### config.mk
export PLATFORM = sky130hd
export DESIGN_NAME = alu_datapath_unit
export DESIGN_NICKNAME = d
export VERILOG_FILES = /design/src/rtl/alu_dp_pkg.sv /design/src/rtl/alu_seq_multiplier.sv /design/src/rtl/alu_datapath_unit.sv
export SDC_FILE = /design/constraint.sdc
export NUM_CORES = 1
export LEC_CHECK = 0
export CAP_MARGIN = 20
export CORE_MARGIN = 5
export CORE_UTILIZATION = 45
export DETAILED_ROUTE_END_ITERATION = 10
export PLACE_DENSITY = 0.74
export RECOVER_POWER = 25
export SLEW_MARGIN = 15
export SYNTH_ARGS = -nofsm -noshare
export SYNTH_HDL_FRONTEND = slang
export SYNTH_SLANG_ARGS = --single-unit
### constraint.sdc
create_clock -name CLK -period 4.1 [get_ports CLK]
set_input_delay 0.82 -clock CLK [delete_from_list [all_inputs] [get_ports CLK]]
set_output_delay 0.82 -clock CLK [all_outputs]
set_load 0.005 [all_outputs]
### src/rtl/alu_dp_pkg.sv
// Shared encodings for alu_datapath_unit: ALU opcodes and the sequencing FSM states.
package alu_dp_pkg;

  localparam logic [3:0] OP_ADD   = 4'd0;
  localparam logic [3:0] OP_SUB   = 4'd1;
  localparam logic [3:0] OP_AND   = 4'd2;
  localparam logic [3:0] OP_OR    = 4'd3;
  localparam logic [3:0] OP_XOR   = 4'd4;
  localparam logic [3:0] OP_SLL   = 4'd5;
  localparam logic [3:0] OP_SRL   = 4'd6;
  localparam logic [3:0] OP_SLT   = 4'd7;
  localparam logic [3:0] OP_PASSB = 4'd8;
  localparam logic [3:0] OP_MUL   = 4'd9;

  typedef enum logic [1:0] {
    IDLE = 2'd0,
    EXEC = 2'd1,
    MULT = 2'd2
  } alu_state_t;

endpackage

### src/rtl/alu_seq_multiplier.sv
// Iterative shift-add multiplier: one partial product per cycle, low WIDTH bits of a*b.
// done is high during the final iteration; product then holds the completed result.
module alu_seq_multiplier #(
  parameter int WIDTH = 16
) (
  input  logic             clk,
  input  logic             reset,
  input  logic             start,
  input  logic [WIDTH-1:0] a,
  input  logic [WIDTH-1:0] b,
  output logic             done,
  output logic [WIDTH-1:0] product
);

  localparam int CW = $clog2(WIDTH + 1);

  logic [WIDTH-1:0] mcand;
  logic [WIDTH-1:0] mplier;
  logic [WIDTH-1:0] acc;
  logic [WIDTH-1:0] acc_next;
  logic [CW-1:0]    count;
  logic             running;

  // Product is exposed combinationally so the caller can latch it on the last iteration edge.
  assign acc_next = acc + (mplier[0] ? mcand : '0);
  assign product  = acc_next;
  assign done     = running && (count == CW'(1));

  always_ff @(posedge clk) begin
    if (reset) begin
      mcand   <= '0;
      mplier  <= '0;
      acc     <= '0;
      count   <= '0;
      running <= 1'b0;
    end else if (start) begin
      mcand   <= a;
      mplier  <= b;
      acc     <= '0;
      count   <= CW'(WIDTH);
      running <= 1'b1;
    end else if (running) begin
      acc     <= acc_next;
      mcand   <= mcand << 1;
      mplier  <= mplier >> 1;
      count   <= count - CW'(1);
      if (count == CW'(1)) running <= 1'b0;
    end
  end

endmodule

### src/rtl/alu_datapath_unit.sv
// ALU centre with operand muxes, ALUOut/SP registers and start/busy/done handshake.
// Define ALU_DP_MUL_EN to build the iterative multiplier; otherwise OP_MUL reports illegal_op.
module alu_datapath_unit
  import alu_dp_pkg::*;
#(
  parameter int               WIDTH   = 16,
  parameter int               NSRC    = 4,
  parameter logic [WIDTH-1:0] SP_INIT = WIDTH'(16'h03FF)
) (
  input  logic                      CLK,
  input  logic                      reset,
  input  logic                      start,
  input  logic [3:0]                ALU_op,
  input  logic [$clog2(NSRC)-1:0]   srcA_sel,
  input  logic [NSRC*WIDTH-1:0]     srcA_bus,
  input  logic [$clog2(NSRC)-1:0]   srcB_sel,
  input  logic [NSRC*WIDTH-1:0]     srcB_bus,
  input  logic                      ALUOutWrite,
  input  logic                      SpWrite,
  output logic                      busy,
  output logic                      done,
  output logic [WIDTH-1:0]          ALUOutOut,
  output logic [WIDTH-1:0]          SPOut,
  output logic                      BranchResult,
  output logic                      BLEResult,
  output logic                      illegal_op
);

  localparam int SEL_W = $clog2(NSRC);
  localparam int SH_W  = $clog2(WIDTH);

  alu_state_t       state_q, state_d;
  logic [WIDTH-1:0] a_mux, b_mux;
  logic [WIDTH-1:0] a_q, b_q;
  logic [3:0]       op_q;
  logic             wr_alu_q, wr_sp_q;
  logic [WIDTH-1:0] alu_res, result;
  logic             alu_illegal, res_illegal, complete;

`ifdef ALU_DP_MUL_EN
  logic             mul_start, mul_done;
  logic [WIDTH-1:0] mul_product;

  alu_seq_multiplier #(.WIDTH(WIDTH)) u_mul (
    .clk     (CLK),
    .reset   (reset),
    .start   (mul_start),
    .a       (a_mux),
    .b       (b_mux),
    .done    (mul_done),
    .product (mul_product)
  );
`endif

  // Out-of-range selects fall through to a zero operand.
  always_comb begin
    a_mux = '0;
    b_mux = '0;
    for (int i = 0; i < NSRC; i++) begin
      if (srcA_sel == SEL_W'(i)) a_mux = srcA_bus[i*WIDTH +: WIDTH];
      if (srcB_sel == SEL_W'(i)) b_mux = srcB_bus[i*WIDTH +: WIDTH];
    end
  end

  always_comb begin
    alu_res     = '0;
    alu_illegal = 1'b0;
    case (op_q)
      OP_ADD:   alu_res = a_q + b_q;
      OP_SUB:   alu_res = a_q - b_q;
      OP_AND:   alu_res = a_q & b_q;
      OP_OR:    alu_res = a_q | b_q;
      OP_XOR:   alu_res = a_q ^ b_q;
      OP_SLL:   alu_res = a_q << b_q[SH_W-1:0];
      OP_SRL:   alu_res = a_q >> b_q[SH_W-1:0];
      OP_SLT:   alu_res = {{(WIDTH-1){1'b0}}, ($signed(a_q) < $signed(b_q))};
      OP_PASSB: alu_res = b_q;
      default:  alu_illegal = 1'b1;
    endcase
  end

  assign busy = (state_q != IDLE);

  always_comb begin
    state_d     = state_q;
    complete    = 1'b0;
    result      = alu_res;
    res_illegal = alu_illegal;
`ifdef ALU_DP_MUL_EN
    mul_start   = 1'b0;
`endif
    case (state_q)
      IDLE: begin
        if (start) begin
`ifdef ALU_DP_MUL_EN
          if (ALU_op == OP_MUL) begin
            state_d   = MULT;
            mul_start = 1'b1;
          end else begin
            state_d = EXEC;
          end
`else
          state_d = EXEC;
`endif
        end
      end
      EXEC: begin
        complete = 1'b1;
        state_d  = IDLE;
      end
      MULT: begin
`ifdef ALU_DP_MUL_EN
        if (mul_done) begin
          complete    = 1'b1;
          result      = mul_product;
          res_illegal = 1'b0;
          state_d     = IDLE;
        end
`else
        state_d = IDLE;
`endif
      end
      default: state_d = IDLE;
    endcase
  end

  // Both destination registers load the fresh result on the same edge when both enables were captured.
  always_ff @(posedge CLK) begin
    if (reset) begin
      state_q      <= IDLE;
      a_q          <= '0;
      b_q          <= '0;
      op_q         <= '0;
      wr_alu_q     <= 1'b0;
      wr_sp_q      <= 1'b0;
      ALUOutOut    <= '0;
      SPOut        <= SP_INIT;
      done         <= 1'b0;
      BranchResult <= 1'b0;
      BLEResult    <= 1'b0;
      illegal_op   <= 1'b0;
    end else begin
      state_q    <= state_d;
      done       <= complete;
      illegal_op <= complete && res_illegal;
      if (state_q == IDLE && start) begin
        a_q      <= a_mux;
        b_q      <= b_mux;
        op_q     <= ALU_op;
        wr_alu_q <= ALUOutWrite;
        wr_sp_q  <= SpWrite;
      end
      if (complete) begin
        BranchResult <= (a_q == b_q);
        BLEResult    <= ($signed(a_q) <= $signed(b_q));
        if (!res_illegal) begin
          if (wr_alu_q) ALUOutOut <= result;
          if (wr_sp_q)  SPOut     <= result;
        end
      end
    end
  end

endmodule

==> impl_results.md, run 1 <==
- Worst EP required: 4.31 ns
- Routed len/inst: 21.3 um
- Outcome: complete, but fails checks
- H-tree depth: 3
- Slowest stage delay, CP: 0.56 ns
- Slew Limit Fails: 40
- Worst-Skew Late Latency: 0.35 ns
- Initial antenna violation count: 1
- CTS Buf Count: 9
- Syn_nets: 1114
- Vias: 7916
- Worst-Margin Slew: 1.64 ns
- Clk pin slew, worst setup/hold paths: 0.06 ns
- Final hold violations: 0
- Final setup vio count: 0
- Ys flop type: dfxtp_1
- HPWL after DPL: 21700 um
- Worst hold endpoint: BranchResult
- PortBufs: 177
- Register area share after synthesis: 20.8%
- CP delay by family, top: compound AO/OA/AOI/OAI gates
- Resized Gates After CTS: 0
- Vias in the first global route: 7448
- Hold path depth: 2
- Critical path class: flop to flop
- Fill cell count: 1477
- Post-CTS Setup Inserts: 0
- First-pass GRT wire length: 41700 um
- Setup Skew: 0.00739 ns
- TNS Setup: 0 ns
- Worst reg2reg startpoint: b_q[3]
- WP data arrival: 3.88 ns
- CP Capture Type: flop
- Minimum clock period: 3.67 ns
- Clock Root Buffer: clkbuf_16
- Netlist cell types: 71
- Net count, final: 1253
- CP Max Fanout: 12
- Row count: 46
- Grt ovf: 0
- Starting DRT DRC Count: 887
- Synth-to-layout area growth: 31.7%
- Hold slack final: 0.462 ns
- Die area: 18700 um^2
- Pleak: 3.51 nW
- Share of cells above drive strength 1: 9.85%
- Synth Instances: 922
- Synthesized area: 7240 um^2
- Hold_sp: BranchResult
- Critical path cell sequence: clkinv_1 > ha_1 > nor2_2 > a211oi_1 > a21oi_1 > o41ai_1 > a211oi_1 > a2111oi_0 > a21oi_1
- Die W: 137 um
- Asr flop ratio synth: 0%
- Largest net degree at the start of global routing: 50
- Worst R2R Path Depth: 9
- # DRC: 0
- FMAX: 0.272 GHz
- Pwr/cell area: 283 nW/um^2
- Initial Utilization: 45.7%
- Clk sinks: 75
- Antenna Violating Nets Remaining: 0
- I/O pins: 178
- Unrepaired setup endpoints after global routing: no
- Synth Warn #: 0
- Max Buffers Root-to-Sink: 2
- Most frequent cells in the layout: clkdlybuf4s50_1 (156), nand2_1 (134), a21oi_1 (95)
- GRT Overall Usage: 29.1%
- Flop2flop setup slack: 0.43 ns
- RD Place Congestion: 1.06
- Post-synth EDFFs: 0
- Rel. slew slack: -9.03%
- Startpoint Class: flop
- CP max stage cell: dfxtp_1
- Most common cell after layout, fill and taps aside: clkdlybuf4s50_1
- CTS tree: yes
- Hold buffers post-CTS: 0
- Die Span Y: 137 um
- Vias per cell: 6.17
- Drt first pass iters: 6
- Total wire length: 27300 um
- Number of maximum-capacitance violations: 1
- Failing checks: max-capacitance violations, max-slew violations
- Worst hold path class: flop to flop
- Post-synthesis sequential element count: 75
- Tcrit/Tclk final: 89.5%
- Buffers & Inverters on Critical Path: 1
- Mapped Avg Cell Area: 7.85 um^2
- Reg2reg end: SPOut[11]
- Peak supply drop: 0.206 mV
- Core region area: 15800 um^2
## cell type report
type | instances | area [um^2] | share of cell area (%)
Tap cell | 216 | 270 | 2.84
Clock inverter | 6 | 96.3 | 1.01
Clock buffer | 10 | 239 | 2.51
Antenna cell | 1 | 2.50 | 0.0263
Timing Repair Buffer | 203 | 1960 | 20.5
Sequential cell | 75 | 1500 | 15.8
Inverter | 49 | 184 | 1.93
Multi-Input combinational cell | 723 | 5280 | 55.4
## flip-flops by register name, indices dropped and copies added, names as in the netlist, 4 cells and up
| register | count |
|---|---|
| b_q | 16 |
| op_q | 4 |
| ALUOutOut | 16 |
| a_q | 16 |
| SPOut | 16 |
## report_power, final
part	total, mW	internal (mW)	switching, mW	leakage [nW]
registers	0.823	0.764	0.0586	0.613
logic	0.969	0.442	0.527	2.74
clock network	0.905	0.557	0.348	0.161
total	2.70	1.76	0.934	3.51
## logic make-up (layout without fill, tap and decap cells)
group	Yosys count	count (layout)	synth area share (%)
AND/OR/NAND/NOR	295	295	18.4
buffers and inverters	124	268	6.73
flip-flops	75	75	20.8
AO/OA/AOI/OAI	306	306	27.4
other	0	1	0
XOR/XNOR	3	3	0.363
adder cells (fa/ha/maj)	51	51	9.03
multiplexers	68	68	17.3
## stage by stage
| step | setup slack, ns | std cells | power, mW | utilization, % | cell area, um^2 |
|---|---|---|---|---|---|
| 3_3_place_gp | 0.761 | 1266 | 1.78 | 58.1 | 9200 |
| 5_1_grt | 0.261 | 1283 | 2.81 | 60.2 | 9530 |
| 2_1_floorplan | 1.20 | 922 | 1.42 | - | 7240 |
| 6_report | 0.430 | 1283 | 2.70 | 60.2 | 9530 |
| 4_1_cts | 0.533 | 1282 | 2.69 | 60.2 | 9540 |
| 3_5_place_dp | 0.572 | 1266 | 1.79 | 58.1 | 9200 |
## worst max-delay path by stage
| stage | start | endpoint | cells after the start |
|---|---|---|---|
| after floorplan | b_q[2] | SPOut[8] | 12 |
| after global placement | b_q[3] | SPOut[8] | 10 |
| after detailed placement | b_q[3] | ALUOutOut[11] | 9 |
| after CTS | b_q[3] | SPOut[11] | 9 |
| after global routing | b_q[3] | SPOut[11] | 9 |
| final | b_q[3] | SPOut[11] | 9 |
## worst register-to-register path, cell delays in order (launching register included)
cell       delay (ns)
dfxtp_1          0.56
clkinv_1         0.37
ha_1             0.52
nor2_2           0.10
a211oi_1         0.49
a21oi_1          0.20
o41ai_1          0.49
a211oi_1         0.09
a2111oi_0        0.54
a21oi_1          0.16
## cell usage after synthesis, types with 8 or more instances
master / n / area (um^2)
o31ai_1: 8 / 60.1
dfxtp_1: 75 / 1500
a221oi_1: 13 / 114
ha_1: 49 / 613
o211ai_1: 14 / 105
mux2i_1: 18 / 180
nand3_1: 14 / 70.1
buf_2: 14 / 70.1
a211oi_1: 27 / 203
nor4_1: 8 / 50.1
buf_1: 8 / 30.0
nand2_1: 134 / 503
a21oi_1: 95 / 475
clkbuf_1: 52 / 195
o21bai_1: 8 / 60.1
a31oi_1: 13 / 81.3
mux4_2: 45 / 1010
inv_1: 47 / 176
a22oi_1: 8 / 60.1
o21ai_0: 64 / 320
nor3_1: 15 / 75.1
nor2_1: 79 / 297
## routing by layer
| layer | up-vias | track usage (%) | share of wire [%] |
|---|---|---|---|
| li1 | 3695 | - | - |
| met1 | 3736 | 38.2 | 40 |
| met2 | 420 | 47.0 | 47 |
| met3 | 65 | 6.32 | 9.5 |
| met4 | 0 | 10.9 | 3.6 |
| met5 | - | 0 | 0 |
No activity file was read; power rests on OpenSTA's default activity.
==> run 2, diff against run 1 <==
Settings changed: CAP_MARGIN 20 to default.
==> results of run 2 <==
Same layout as run 1: the final DEF is identical, and so are final timing and power.
